### config.mk
export PLATFORM = sky130hd
export DESIGN_NAME = context_mem_arbiter
export DESIGN_NICKNAME = d
export VERILOG_FILES = /design/src/rtl/gpu_pkg.sv /design/src/rtl/context_mem_arbiter_ctx_mux.sv /design/src/rtl/context_mem_arbiter.sv
export SDC_FILE = /design/constraint.sdc
export NUM_CORES = 1
export LEC_CHECK = 0
export CORE_AREA = 5 5 175 177
export CTS_CLUSTER_SIZE = 28
export DETAILED_ROUTE_END_ITERATION = 6
export DIE_AREA = 0 0 180 182
export PLACE_DENSITY_LB_ADDON = 0.1
export SLEW_MARGIN = 30
export SYNTH_ARGS = -nofsm -noshare
export SYNTH_HDL_FRONTEND = slang
export SYNTH_SLANG_ARGS = --single-unit
### constraint.sdc
create_clock -name clk -period 4.9 [get_ports clk]
set_input_delay 0.49 -clock clk [delete_from_list [all_inputs] [get_ports clk]]
set_output_delay 0.49 -clock clk [all_outputs]
set_load 0.005 [all_outputs]
### src/rtl/gpu_pkg.sv
// Shared types and encodings for the per-core context memory arbiter.
package gpu_pkg;

  typedef enum logic [1:0] {
    IDLE    = 2'd0,
    OWN_A   = 2'd1,
    OWN_B   = 2'd2,
    RELEASE = 2'd3
  } arb_state_t;

  localparam logic [1:0] OWNER_NONE = 2'b00;
  localparam logic [1:0] OWNER_A    = 2'b01;
  localparam logic [1:0] OWNER_B    = 2'b10;

  localparam logic CTX_A = 1'b0;
  localparam logic CTX_B = 1'b1;

  function automatic logic [1:0] owner_of(input arb_state_t s);
    case (s)
      OWN_A:   return OWNER_A;
      OWN_B:   return OWNER_B;
      default: return OWNER_NONE;
    endcase
  endfunction

endpackage

### src/rtl/context_mem_arbiter_ctx_mux.sv
// Per-thread 2:1 request mux toward memory and response demux back to the owning context.
module ctx_mux
  import gpu_pkg::*;
#(
  parameter int THREADS   = 4,
  parameter int ADDR_BITS = 8,
  parameter int DATA_BITS = 8
) (
  input  logic [1:0]                          sel,
  input  logic [THREADS-1:0]                  a_read_valid,
  input  logic [THREADS-1:0][ADDR_BITS-1:0]   a_read_address,
  output logic [THREADS-1:0]                  a_read_ready,
  output logic [THREADS-1:0][DATA_BITS-1:0]   a_read_data,
  input  logic [THREADS-1:0]                  a_write_valid,
  input  logic [THREADS-1:0][ADDR_BITS-1:0]   a_write_address,
  input  logic [THREADS-1:0][DATA_BITS-1:0]   a_write_data,
  output logic [THREADS-1:0]                  a_write_ready,
  input  logic [THREADS-1:0]                  b_read_valid,
  input  logic [THREADS-1:0][ADDR_BITS-1:0]   b_read_address,
  output logic [THREADS-1:0]                  b_read_ready,
  output logic [THREADS-1:0][DATA_BITS-1:0]   b_read_data,
  input  logic [THREADS-1:0]                  b_write_valid,
  input  logic [THREADS-1:0][ADDR_BITS-1:0]   b_write_address,
  input  logic [THREADS-1:0][DATA_BITS-1:0]   b_write_data,
  output logic [THREADS-1:0]                  b_write_ready,
  output logic [THREADS-1:0]                  mem_read_valid,
  output logic [THREADS-1:0][ADDR_BITS-1:0]   mem_read_address,
  input  logic [THREADS-1:0]                  mem_read_ready,
  input  logic [THREADS-1:0][DATA_BITS-1:0]   mem_read_data,
  output logic [THREADS-1:0]                  mem_write_valid,
  output logic [THREADS-1:0][ADDR_BITS-1:0]   mem_write_address,
  output logic [THREADS-1:0][DATA_BITS-1:0]   mem_write_data,
  input  logic [THREADS-1:0]                  mem_write_ready
);

  // With no owner every valid and ready is forced low, which also covers the turnaround cycle.
  always_comb begin
    mem_read_valid    = '0;
    mem_read_address  = '0;
    mem_write_valid   = '0;
    mem_write_address = '0;
    mem_write_data    = '0;
    a_read_ready      = '0;
    a_read_data       = '0;
    a_write_ready     = '0;
    b_read_ready      = '0;
    b_read_data       = '0;
    b_write_ready     = '0;
    case (sel)
      OWNER_A: begin
        mem_read_valid    = a_read_valid;
        mem_read_address  = a_read_address;
        mem_write_valid   = a_write_valid;
        mem_write_address = a_write_address;
        mem_write_data    = a_write_data;
        a_read_ready      = mem_read_ready;
        a_read_data       = mem_read_data;
        a_write_ready     = mem_write_ready;
      end
      OWNER_B: begin
        mem_read_valid    = b_read_valid;
        mem_read_address  = b_read_address;
        mem_write_valid   = b_write_valid;
        mem_write_address = b_write_address;
        mem_write_data    = b_write_data;
        b_read_ready      = mem_read_ready;
        b_read_data       = mem_read_data;
        b_write_ready     = mem_write_ready;
      end
      default: ;
    endcase
  end

endmodule

### src/rtl/context_mem_arbiter.sv
// Shares one set of per-thread data-memory channels between context A and context B LSU banks.
//   state   | meaning
//   IDLE    | bus free, waiting for a request (alternating grant on contention)
//   OWN_A   | context A owns the bus until all its threads go quiet
//   OWN_B   | context B owns the bus until all its threads go quiet
//   RELEASE | one turnaround cycle with every memory valid low
module context_mem_arbiter
  import gpu_pkg::*;
#(
  parameter int THREADS_PER_BLOCK = 4,
  parameter int ADDR_BITS         = 8,
  parameter int DATA_BITS         = 8,
  parameter int CNT_BITS          = 16
) (
  input  logic                                            clk,
  input  logic                                            reset,
  input  logic [THREADS_PER_BLOCK-1:0]                    a_read_valid,
  input  logic [THREADS_PER_BLOCK-1:0][ADDR_BITS-1:0]     a_read_address,
  output logic [THREADS_PER_BLOCK-1:0]                    a_read_ready,
  output logic [THREADS_PER_BLOCK-1:0][DATA_BITS-1:0]     a_read_data,
  input  logic [THREADS_PER_BLOCK-1:0]                    a_write_valid,
  input  logic [THREADS_PER_BLOCK-1:0][ADDR_BITS-1:0]     a_write_address,
  input  logic [THREADS_PER_BLOCK-1:0][DATA_BITS-1:0]     a_write_data,
  output logic [THREADS_PER_BLOCK-1:0]                    a_write_ready,
  input  logic [THREADS_PER_BLOCK-1:0]                    b_read_valid,
  input  logic [THREADS_PER_BLOCK-1:0][ADDR_BITS-1:0]     b_read_address,
  output logic [THREADS_PER_BLOCK-1:0]                    b_read_ready,
  output logic [THREADS_PER_BLOCK-1:0][DATA_BITS-1:0]     b_read_data,
  input  logic [THREADS_PER_BLOCK-1:0]                    b_write_valid,
  input  logic [THREADS_PER_BLOCK-1:0][ADDR_BITS-1:0]     b_write_address,
  input  logic [THREADS_PER_BLOCK-1:0][DATA_BITS-1:0]     b_write_data,
  output logic [THREADS_PER_BLOCK-1:0]                    b_write_ready,
  output logic [THREADS_PER_BLOCK-1:0]                    mem_read_valid,
  output logic [THREADS_PER_BLOCK-1:0][ADDR_BITS-1:0]     mem_read_address,
  input  logic [THREADS_PER_BLOCK-1:0]                    mem_read_ready,
  input  logic [THREADS_PER_BLOCK-1:0][DATA_BITS-1:0]     mem_read_data,
  output logic [THREADS_PER_BLOCK-1:0]                    mem_write_valid,
  output logic [THREADS_PER_BLOCK-1:0][ADDR_BITS-1:0]     mem_write_address,
  output logic [THREADS_PER_BLOCK-1:0][DATA_BITS-1:0]     mem_write_data,
  input  logic [THREADS_PER_BLOCK-1:0]                    mem_write_ready,
  output logic [1:0]                                      bus_owner,
  output logic                                            busy_for_a,
  output logic                                            busy_for_b,
  output logic [CNT_BITS-1:0]                             contention_count
);

  logic       req_a;
  logic       req_b;
  logic       last_grant;
  logic       contend;
  arb_state_t state;
  arb_state_t state_next;

  assign req_a = |{a_read_valid, a_write_valid};
  assign req_b = |{b_read_valid, b_write_valid};

  always_comb begin
    state_next = state;
    contend    = 1'b0;
    case (state)
      IDLE: begin
        if (req_a && req_b) begin
          contend    = 1'b1;
          state_next = (last_grant == CTX_B) ? OWN_A : OWN_B;
        end else if (req_a) begin
          state_next = OWN_A;
        end else if (req_b) begin
          state_next = OWN_B;
        end
      end
      OWN_A:   if (!req_a) state_next = RELEASE;
      OWN_B:   if (!req_b) state_next = RELEASE;
      default: state_next = IDLE;
    endcase
  end

  // Status outputs are registered from the next state so they always mirror the current state.
  always_ff @(posedge clk or negedge reset) begin
    if (!reset) begin
      state            <= IDLE;
      last_grant       <= CTX_B;
      contention_count <= '0;
      bus_owner        <= OWNER_NONE;
      busy_for_a       <= 1'b0;
      busy_for_b       <= 1'b0;
    end else begin
      state      <= state_next;
      bus_owner  <= owner_of(state_next);
      busy_for_a <= (state_next == OWN_B);
      busy_for_b <= (state_next == OWN_A);
      if (state == OWN_A && !req_a) last_grant <= CTX_A;
      if (state == OWN_B && !req_b) last_grant <= CTX_B;
      if (contend && contention_count != '1)
        contention_count <= contention_count + CNT_BITS'(1);
    end
  end

  ctx_mux #(
    .THREADS   (THREADS_PER_BLOCK),
    .ADDR_BITS (ADDR_BITS),
    .DATA_BITS (DATA_BITS)
  ) u_ctx_mux (
    .sel               (bus_owner),
    .a_read_valid      (a_read_valid),
    .a_read_address    (a_read_address),
    .a_read_ready      (a_read_ready),
    .a_read_data       (a_read_data),
    .a_write_valid     (a_write_valid),
    .a_write_address   (a_write_address),
    .a_write_data      (a_write_data),
    .a_write_ready     (a_write_ready),
    .b_read_valid      (b_read_valid),
    .b_read_address    (b_read_address),
    .b_read_ready      (b_read_ready),
    .b_read_data       (b_read_data),
    .b_write_valid     (b_write_valid),
    .b_write_address   (b_write_address),
    .b_write_data      (b_write_data),
    .b_write_ready     (b_write_ready),
    .mem_read_valid    (mem_read_valid),
    .mem_read_address  (mem_read_address),
    .mem_read_ready    (mem_read_ready),
    .mem_read_data     (mem_read_data),
    .mem_write_valid   (mem_write_valid),
    .mem_write_address (mem_write_address),
    .mem_write_data    (mem_write_data),
    .mem_write_ready   (mem_write_ready)
  );

endmodule

=== Yosys cells after proc, flatten, opt, wreduce, memory -nomap -nowiden ===
Cells that the tools add are included.

* Register bits after elaboration: 23
* Output and inout port bits: 204

* Add/sub/neg operators: 1
* Equality and inequality tests: 7
* Multiplexer cells: 23
* Reduce and logical (&&, ||, !) cells: 10

{| class="wikitable"
|+ Operators by type and width
! operator !! number
|-
| $pmux 32 s2 || 3
|-
| $mux 32 || 2
|-
| $add 16x1->16 const B || 1
|-
| $mux 4 || 4
|-
| $ne 16x16->1 const B || 1
|-
| $pmux 4 s2 || 2
|-
| $reduce_or 8->1 || 2
|-
| $mux 2 || 6
|-
| $eq 2x1->1 const B || 3
|-
| $eq 2x2->1 const B || 3
|-
| $pmux 2 s3 || 1
|-
| $logic_and 1x1->1 || 4
|-
| $mux 1 || 4
|-
| $pmux 2 s2 || 1
|-
| $logic_not 1->1 || 2
|-
| $logic_not 2->1 || 1
|-
| $reduce_bool 2->1 || 1
|}

=== Depth between registers and ports, before layout ===
Gate-level depths: netlist of run 1.

* Word-level depth: 7
* Depth in mapped cells: 7
* Mapped depth without buffers: 6

=== Cells and area by module ===
A second synthesis of run 1 with hierarchy kept.

* Cell total of the unflattened synthesis: 427
* Area total of the unflattened synthesis: 3105.5 µm²

{| class="wikitable"
|+ Modules (own cells, without submodules)
! module !! times used !! cells each !! area each (µm²) !! sequential area each (µm²)
|-
| ctx_mux || 1 || 336 || 2067.0 || 0.0
|-
| context_mem_arbiter || 1 || 91 || 1038.5 || 526.8
|}

=== Least setup slack after synthesis of run 1 ===
Ideal clock, no wire load.

* Path kind: register to output
* From: reg bus_owner[1]
* To: out mem_read_address[31] (netlist bit)
* Arrival time: 1.602 ns
* Path slack: 2.808 ns
* Stages on the path, launching flop included: 8
* Path buffers: 3
* Cells stage by stage: dfrtp_1 inv_1 ha_1 clkbuf_1 clkbuf_1 buf_1 a22oi_1 nor2_1

{| class="wikitable"
|+ RTL lines
! item !! line !! text
|-
| start: declaration || context_mem_arbiter.sv:41 || <nowiki>output logic [1:0] bus_owner,</nowiki>
|-
| start signal: assignment || context_mem_arbiter.sv:88 || <nowiki>bus_owner <= owner_of(state_next);</nowiki>
|-
| end: declaration || context_mem_arbiter.sv:34 || <nowiki>output logic [THREADS_PER_BLOCK-1:0][ADDR_BITS-1:0] mem_read_address,</nowiki>
|}

==> results of run 1 <==
synthesized netlist by cell type:
cell	count
nor2_1	111
a22oi_1	104
and2_1	80
clkbuf_1	38
dfrtp_1	20
nand2_1	9
xnor2_1	9
buf_1	6
nand4_1	6
a21oi_1	5
nand3_1	5
ha_1	3
inv_1	3
mux2_1	3
nor4_1	3
xor2_1	3
buf_4	2
nand2b_1	2
or4_1	2
a21boi_0	1
and3_1	1
and3_2	1
buf_2	1
dfstp_2	1
nand3_2	1
nor4b_4	1
nor4bb_1	1
o211a_1	1
o21ba_1	1
o22a_1	1
o2bb2ai_1	1
o31a_1	1
o31a_2	1
or2_2	1
or3_1	1
or3_4	1
sequential cells by signal (all words and copies together), names as in the netlist:
register / flops
bus_owner: 1
busy_for_b: 1
contention_count: 16
last_grant: 1
state: 2
worst min path at each step:
stage / startpoint / to / slack (ps)
2_1_floorplan: reset / bus_owner[1]$_DFF_PN0_ / 190
3_3_place_gp: contention_count[9]$_DFFE_PN0P_ / contention_count[9]$_DFFE_PN0P_ / 500
3_5_place_dp: reset / contention_count[7]$_DFFE_PN0P_ / 490
4_1_cts: reset / contention_count[6]$_DFFE_PN0P_ / 220
5_1_grt: reset / contention_count[7]$_DFFE_PN0P_ / 240
6_report: reset / contention_count[7]$_DFFE_PN0P_ / 200
metal layers:
metal,vias up,GRT usage [%]
li1,2355,-
met1,2220,15.49
met2,196,26.00
met3,17,3.285
met4,2,2.133
met5,-,0
layout make-up:
type	instances	area, um^2	share of cell area [%]
antenna	3	7.507	0.09480
clock buffer	4	78.83	0.9954
inverter	3	11.26	0.1422
multi-input combinational	360	2212	27.93
sequential	21	526.8	6.652
tap	390	488.0	6.162
timing repair buffer	460	4594	58.02
power groups by stage:
stage,logic [mW],registers (mW),clock network (mW)
2_1_floorplan,0.0961,0.209,0
3_3_place_gp,0.489,0.212,0
3_5_place_dp,0.487,0.212,0
4_1_cts,0.490,0.209,0.183
5_1_grt,0.516,0.213,0.190
6_report,0.482,0.209,0.176
worst max-delay path, cell delays in order (launching register included):
cell	delay (ps)
dfrtp_1	430
inv_1	120
ha_4	480
buf_4	560
a22oi_1	300
nor2_1	140
clkdlybuf4s50_1	510
through the flow:
stage	setup WS (ps)	hold WS [ps]	instance area [um^2]	utilization (%)	power, mW
CTS	1532	216.8	7911	27.20	0.8820
floorplan	2808	194.4	2910	-	0.3046
global route	1325	240.8	7919	27.22	0.9182
detailed placement	1812	491.4	7833	26.93	0.6987
global placement	1804	504.0	7838	26.95	0.7011
finish	1537	197.9	7919	27.22	0.8679
cell families after synthesis:
logic type | count (synthesis)
flops | 21
fa+ha+maj | 3
simple gates | 226
mux | 3
buf+inv | 50
compound gates | 116
xor+xnor | 12
==> impl_results.md, run 1 <==
- Status: complete, no violations
- Post-CTS setup buffers: 0
- Met2 WL: roughly 13000 um
- Placed Instances: around 1200
- Crit path launch: bus_owner[1]$_DFF_PN0_
- Gate power share: 55.6%
- Final setup TNS: 0 ps
- CP Data Arrival Time: about 2900 ps
- Layout area overhead: 172.1%
- TritonCTS Buffers: 3
- Die X: 180 um
- Clock Sinks: 21
- Final worst path period need: 3363 ps
- R2R Path End: contention_count[12]$_DFFE_PN0P_
- Highest metal used: met5
- Crit share post-route: 68.64%
- Reg-to-Reg Start: contention_count[0]$_DFFE_PN0P_
- Clock buffer depth: 2
- Metal1 wirelength: 9458 um
- I/O pins: around 450
- Post-synthesis sequential area ratio: 18.10%
- Die height: between 150 and 200 um
- Clock Skew: 3.170 ps
- R2R Setup Slk: 2800 ps
- Iter 0 DRT Violations: 243
- Initial antenna violation count: 4
- Crit-path max FO: 50
- R2r worst-path depth: 6
- Flops & latches, synth: 21
- Clock Latency Late Sink: 260 ps
- Largest cells by area after synthesis: a22oi_1, and2_1, dfrtp_1, nor2_1, clkbuf_1
- Maxcap violations: 0
- Synth Instances: 431
- CTS Hold Buffers Added: 0
- Final Max Slew Viols: 0
- Vias: 4790
- DP Wirelength: 20250 um
- Most common cell after layout, fill and taps aside: clkdlybuf4s50_1
- Clock transition at path regs: 60 ps
- Rows: 63
- Avg Cell Area, Syn: 6.752 um^2
- Setup CP Type: flop to output port
- Core area: 29090 um^2
- TritonCTS clock tree: done
- Clock H-tree levels: 1
- Detail Route met3 WL: roughly 1500 um
- Pin slew with the least headroom to its limit: 660.9 ps
- Max Fclk: between 0.2 and 0.3 GHz
- Final nets: 1102
- Clk pwr share: 20.3%
- IO buf count: 453
- Die ar.: 32760 um^2
- Net Sw Power: around 0.22 mW
- Gr usage total: between 10% and 20%
- Main combinational cell family by area after synthesis: simple AND/OR/NAND/NOR gates
- Post-cts gate resize count: 0
- Xor-xnor portion of the synthesized cell area: 3.611%
- Simple-gate share of the synthesized area: about 39%
- Crit path to: mem_read_address[27]
- P_leak: 3.033 nW
- Most frequent cells in the layout: clkdlybuf4s50_1, nor2_1, a22oi_1, and2_1, dfrtp_1
- DR vias/cell: 3.860
- Power density over the cells: 109.6 nW/um^2
- Post-route ant nets: 0
- Pint: roughly 0.65 mW
- Mapped Area: 2910 um^2
- Initial Utilization: 10.01%
- Critical Path Sink Type: output port
- Final setup fails: 0
- Ys Warns: 0
- GRT overflow: 0
- Final-layout fill cell count: 3157
- Peak VDD IR: 154.5 uV
- RSZ-0062 raised after global routing: no
- First-pass GRT wire length: 34340 um
- Syn_nets: 684
- Multiplexer area fraction after synthesis: under 10%
- CP required: 4410 ps
- Synth Area in Adders: 1.290%
- HP Class: input pin to async pin
- DR WL/cell: around 20 um
- CTS root buffer: clkbuf_16
- Vias in the first global route: 4803
- Share of layout cells above drive strength 1: under 10%
- DRC: 0
- TritonRoute pass-1 iters: 4
- Largest net degree at the start of global routing: 67
- Switch share: 25.39%
- Fin cells: 1241
- Final Hold Viols: 0
- Share of the synthesized area in the top cell type: 26.83%
- Final Wtd Congestion: around 0.85
- Dominant cell type by area after synthesis: a22oi_1
- Final wirelength: 24510 um
- Worst slew margin: 55.53%
- Netlist cell types: 36
- Synth Area in Compound Gates: roughly 30%
- Worst setup SP type: flop
- Flop pwr share: 24.1%
Power figures use the tool's default switching activity.
==> run 2, diff against run 1 <==
--- a/config.mk
+++ b/config.mk
@@ -5,10 +5,10 @@
 export SDC_FILE = /design/constraint.sdc
 export NUM_CORES = 1
 export LEC_CHECK = 0
-export CORE_AREA = 5 5 175 177
+export CORE_AREA = 5 5 174 176
 export CTS_CLUSTER_SIZE = 28
 export DETAILED_ROUTE_END_ITERATION = 6
-export DIE_AREA = 0 0 180 182
+export DIE_AREA = 0 0 179 181
 export PLACE_DENSITY_LB_ADDON = 0.1
 export SLEW_MARGIN = 30
 export SYNTH_ARGS = -nofsm -noshare
==> constraint.sdc (replaced) <==
create_clock -name clk -period 2.73 [get_ports clk]
set_input_delay 0.273 -clock clk [delete_from_list [all_inputs] [get_ports clk]]
set_output_delay 0.273 -clock clk [all_outputs]
set_load 0.005 [all_outputs]
==> impl_results.md, run 2 (synthesis results as in run 1) <==
- CP required: 2460 ps
- Pin slew with the least headroom to its limit: 458.9 ps
- Clock Latency Late Sink: approximately 250 ps
- R2r worst-path depth: 6
- Rows: 62
- Final nets: approximately 1100
- Vias: 4779
- Post-Route Utilization: between 20 and 30%
- DP Wirelength: around 20000 um
- GRT overflow: 0
- GR Util met1: 14.17%
- Max stage delay cell, worst path: clkdlybuf4s50_1
- Biggest register: contention_count
- Final wirelength: 23480 um
- Maxcap violations: 0
- First-pass GRT wire length: 32510 um
- Final worst path period need: 2525 ps
- Post-CTS setup buffers: 0
- TritonCTS Buffers: 3
- Worst setup SP type: flop
- P_leak: 3.113 nW
- Final WS setup: 205.3 ps
- Clock transition at path regs: 60 ps
- Post-placement cell area: 7985 um^2
- Crit-path max FO: 50
- Gate power share: a little under three fifths
- RSZ-0062 raised after global routing: no
- Switch share: 24.89%
- Max Fclk: 0.3961 GHz
- Final setup fails: 0
- TritonRoute pass-1 iters: 4
- Status: complete, no violations
- Iter 0 DRT Violations: approximately 170
- Worst slew margin: 69.12%
- Max incr delay on CP: 510 ps
- Critical Path Sink Type: output port
- Dpl ws: 427.6 ps
- Vias in the first global route: about 4800
- Design area: a little over 8000 um^2
- Final Wtd Congestion: slightly below 0.8
- Most common cell after layout, fill and taps aside: clkdlybuf4s50_1
- Met2 Resource Use GR: 25.97%
- CP Data Arrival Time: 2250 ps
- Post-cts gate resize count: 0
- Post-route ant nets: 0
- Die X: 179 um
- CTS root buffer: clkbuf_16
- Final setup TNS: 0 ps
- Layout area overhead: 177.2%
- Die height: 181 um
- Top flop regs: contention_count: 16 flops, state: 2 flops
- Pwr Total: 1.548 mW
- Max FFs per register: 16
- Initial Utilization: between 10% and 20%
- Clock Sinks: 21
- Clk pwr share: around a fifth
- CTS Hold Buffers Added: 0
- Die ar.: 32400 um^2
- Global-route met3 utilization: 2.696%
- HP Class: input pin to async pin
- Pint: 1.162 mW
- Share of layout cells above drive strength 1: about 3.4%
- Most frequent cells in the layout: clkdlybuf4s50_1, nor2_1, a22oi_1, and2_1, dfrtp_1
- DR WL/cell: 18.91 um
- Largest net degree at the start of global routing: 62
- Crit share post-route: a little over 90%
- Core area: 28470 um^2
- Initial antenna violation count: 1
- DR vias/cell: roughly 3.8
- Flop pwr share: 24.3%
- IO buf count: 453
- Final Max Slew Viols: 0
- Net Sw Power: 0.3853 mW
- Clock H-tree levels: 1
- Peak VDD IR: 277.7 uV
- DRC: 0
- Clock Skew: about 3.2 ps
- Power density over the cells: 191.8 nW/um^2
- Final Hold Viols: 0
- I/O pins: between 400 and 500
- Crit-path cells: inv_1 -> ha_4 -> buf_12 -> buf_4 -> a22oi_1 -> nor2_1 -> clkdlybuf4s50_1
- TritonCTS clock tree: done
- Clock buffer depth: 2
- Gr usage total: 13.07%
- GR peak layer: met2
- Setup CP Type: flop to output port
-- run 2: changes by cell type in the layout (fill, tap and decap cells not counted), sizes merged --
cell           before  now
buf                 8   16
clkdlybuf4s50     452  453
diode               3    1
clkbuf              4    3
clkinv              0    1
-- run 2: layer usage --
layer	wire length [um]	vias up
met5	0	-
met4	313	0
met3	1868	18
met2	12960	198
met1	8338	2193
li1	-	2370
-- run 2: worst paths after layout --
| check | from | end | slack, ps |
|---|---|---|---|
| setup reg to reg | contention_count[0]$_DFFE_PN0P_ | contention_count[14]$_DFFE_PN0P_ | 650 |
| max in group asynchronous | reset | last_grant$_DFFE_PN1P_ | 2090 |
| hold / removal | reset | contention_count[7]$_DFFE_PN0P_ | 360 |
| setup / recovery | bus_owner[1]$_DFF_PN0_ | mem_read_address[20] | 210 |
| min in group clk | contention_count[15]$_DFFE_PN0P_ | contention_count[15]$_DFFE_PN0P_ | 510 |
| hold reg to reg | contention_count[15]$_DFFE_PN0P_ | contention_count[15]$_DFFE_PN0P_ | 510 |
-- run 2: through the flow --
step                hold WS (ps)  instances
finish                     360.5       1242
global route               381.9       1242
CTS                        371.1       1241
detailed placement         503.2       1237
global placement           503.0       1237
floorplan                 -22.59        431
-- run 2: area by class of cell --
type | instances | area (um^2)
Timing Repair Buffer | 469 | 4755
Sequential cell | 21 | 526.8
Clock buffer | 3 | 75.07
Multi-Input combinational cell | 360 | 2212
Antenna cell | 1 | 2.502
Inverter | 3 | 11.26
Clock inverter | 1 | 5.005
Fill cell | 3116 | 20400
Tap cell | 384 | 480.5
-- run 2: worst max-delay path: cells and delay by family, from the launching register on --
kind | cells | cell delay (ps)
AOI/OAI and AO/OA | 1 | 120
adders and majority gates | 1 | 170
buffers and inverters | 4 | 1120
DFF | 1 | 430
and+or+nand+nor | 1 | 100
-- run 2: power groups by stage --
stage	Clock [mW]	Combinational (mW)	Sequential [mW]
after global placement	0	0.873	0.383
after CTS	0.322	0.876	0.377
after floorplan	0	0.172	0.374
after detailed placement	0	0.871	0.381
final	0.312	0.860	0.376
after global routing	0.343	0.926	0.384
==> run 3, diff against run 2 <==
--- a/config.mk
+++ b/config.mk
@@ -5,10 +5,11 @@
 export SDC_FILE = /design/constraint.sdc
 export NUM_CORES = 1
 export LEC_CHECK = 0
-export CORE_AREA = 5 5 174 176
+export CORE_AREA = 2 2 176 178
+export CTS_CLUSTER_DIAMETER = 150
 export CTS_CLUSTER_SIZE = 28
 export DETAILED_ROUTE_END_ITERATION = 6
-export DIE_AREA = 0 0 179 181
+export DIE_AREA = 0 0 178 180
 export PLACE_DENSITY_LB_ADDON = 0.1
 export SLEW_MARGIN = 30
 export SYNTH_ARGS = -nofsm -noshare
==> impl_results.md, run 3 (synthesis results as in run 1) <==
- Design area: 8109 um^2
- Status: complete, no violations
- IO buf count: roughly 450
- Rows: 64
- Final wirelength: 21600 um
- Final setup TNS: 0 ps
- Post-Route Utilization: 26.86%
- I/O pins: 454
- Pin slew with the least headroom to its limit: about 490 ps
- Crit-path max FO: 43
- Clock Sinks: 21
- TritonCTS Buffers: 3
- Final Wtd Congestion: 0.7940
- Initial Utilization: 9.640%
- Iter 0 DRT Violations: around 180
- Clock transition at path regs: 60 ps
- First-pass GRT wire length: 30650 um
- Die ar.: around 32000 um^2
- Post-CTS setup buffers: 0
- Gr usage total: 12.33%
- Critical Path Sink Type: output port
- Setup CP Type: flop to output port
- Clock Latency Late Sink: 250 ps
- Largest net degree at the start of global routing: 44
- Maxcap violations: 0
- Most frequent cells in the layout: clkdlybuf4s50_1, nor2_1, a22oi_1, and2_1, dfrtp_1
- Peak VDD IR: about 310 uV
- Clock H-tree levels: 1
- Biggest register: contention_count
- Most common cell after layout, fill and taps aside: clkdlybuf4s50_1
- DR vias/cell: about 3.8
- P_leak: 3.129 nW
- Final setup fails: 0
- Post-placement cell area: between 8000 and 9000 um^2
- TritonRoute pass-1 iters: 5
- Worst setup SP type: flop
- Core area: 30190 um^2
- CTS root buffer: clkbuf_16
- Worst slew margin: about 67%
- CP required: 2460 ps
- Power density over the cells: around 190 nW/um^2
- Clock Skew: approximately 3.7 ps
- Top flop regs: contention_count: 16 flops, state: 2 flops
- HP Class: input pin to async pin
- Footprint of the multi-input gates: between 2000 and 2500 um^2
- Share of layout cells above drive strength 1: 3.721%
- Clock buffer depth: 2
- Vias: ~4800
- Die height: between 150 and 200 um
- Crit share post-route: 92.47%
- DRC: 0
- TritonCTS clock tree: done
- Post-route ant nets: 0
- Initial antenna violation count: 1
- GRT overflow: 0
- Seq. cell area: 526.8 um^2
- DP Wirelength: 17670 um
- Layout area overhead: 178.6%
- Max FFs per register: 16
- Final worst path period need: ~2500 ps
- Pwr Total: 1.541 mW
- Final nets: 1114
- CP Data Arrival Time: ~2300 ps
- Final Hold Viols: 0
- RSZ-0062 raised after global routing: no
- Final Max Slew Viols: 0
- DR WL/cell: 17.18 um
- Max Fclk: approximately 0.40 GHz
- Final-layout fill cell count: approximately 3300
- CTS Hold Buffers Added: 0
- Vias in the first global route: about 4700
- Die X: 178 um
run 3: cell types whose count changed in the layout (fill, tap and decap cells not counted):
cell | before | now
buf_4 | 8 | 10
buf_6 | 0 | 1
run 3: per-stage QoR:
step	setup WS (ps)	instances	hold slack (ps)
6_report	205.4	1257	365.3
5_1_grt	59.64	1257	406.8
4_1_cts	126.1	1256	377.1
3_5_place_dp	409.0	1252	505.8
3_3_place_gp	426.5	1252	513.1
2_1_floorplan	822.7	431	-22.59
run 3: area by class of cell:
cell class,count,area share (%)
inverters,3,0.1389
multi-input cells,360,27.28
clock inverters,1,0.06172
clock buffers,3,0.9258
well taps,396,6.110
repair buffers,472,58.96
diodes,1,0.03086
flip-flops and latches,21,6.496
run 3: report_power, final:
group          internal, mW  leakage [nW]  switching [mW]
logic                 0.629          2.82           0.230
registers             0.337         0.270          0.0382
clock network         0.196        0.0409           0.110
total                  1.16          3.13           0.378
run 3: path summary, 6_finish.rpt:
path	from	end	slack (ps)	cells past startpoint
max	bus_owner[1]$_DFF_PN0_	mem_read_address[16]	210	6
min	reset	contention_count[5]$_DFFE_PN0P_	370	2
max reg2reg	contention_count[0]$_DFFE_PN0P_	contention_count[14]$_DFFE_PN0P_	660	6
min reg2reg	contention_count[9]$_DFFE_PN0P_	contention_count[9]$_DFFE_PN0P_	510	1
max in group asynchronous	reset	last_grant$_DFFE_PN1P_	2090	2
min in group clk	contention_count[9]$_DFFE_PN0P_	contention_count[9]$_DFFE_PN0P_	510	1
run 3: worst max-delay path, cell delays in order (launching register included):
cell and delay [ps]:
dfrtp_1 450, inv_1 130, ha_4 300, buf_12 260, a22oi_1 170, nor2_1 130
clkdlybuf4s50_1 510
run 3: layer usage:
layer  part of all wire, %  vias to the layer above  global-route usage [%]
met1                    39                     2167                   14.46
met5                     0                        -                       0
met2                    53                      223                   23.67
met3                   7.8                       10                   2.115
met4                  0.68                        0                   1.377
li1                      -                     2375                       -
run 3: repair_timing:
action / in CTS / in global routing
gates resized for setup: 0 / 1
endpoints found under the hold margin: 0 / 0
setup endpoints to repair: 0 / 1
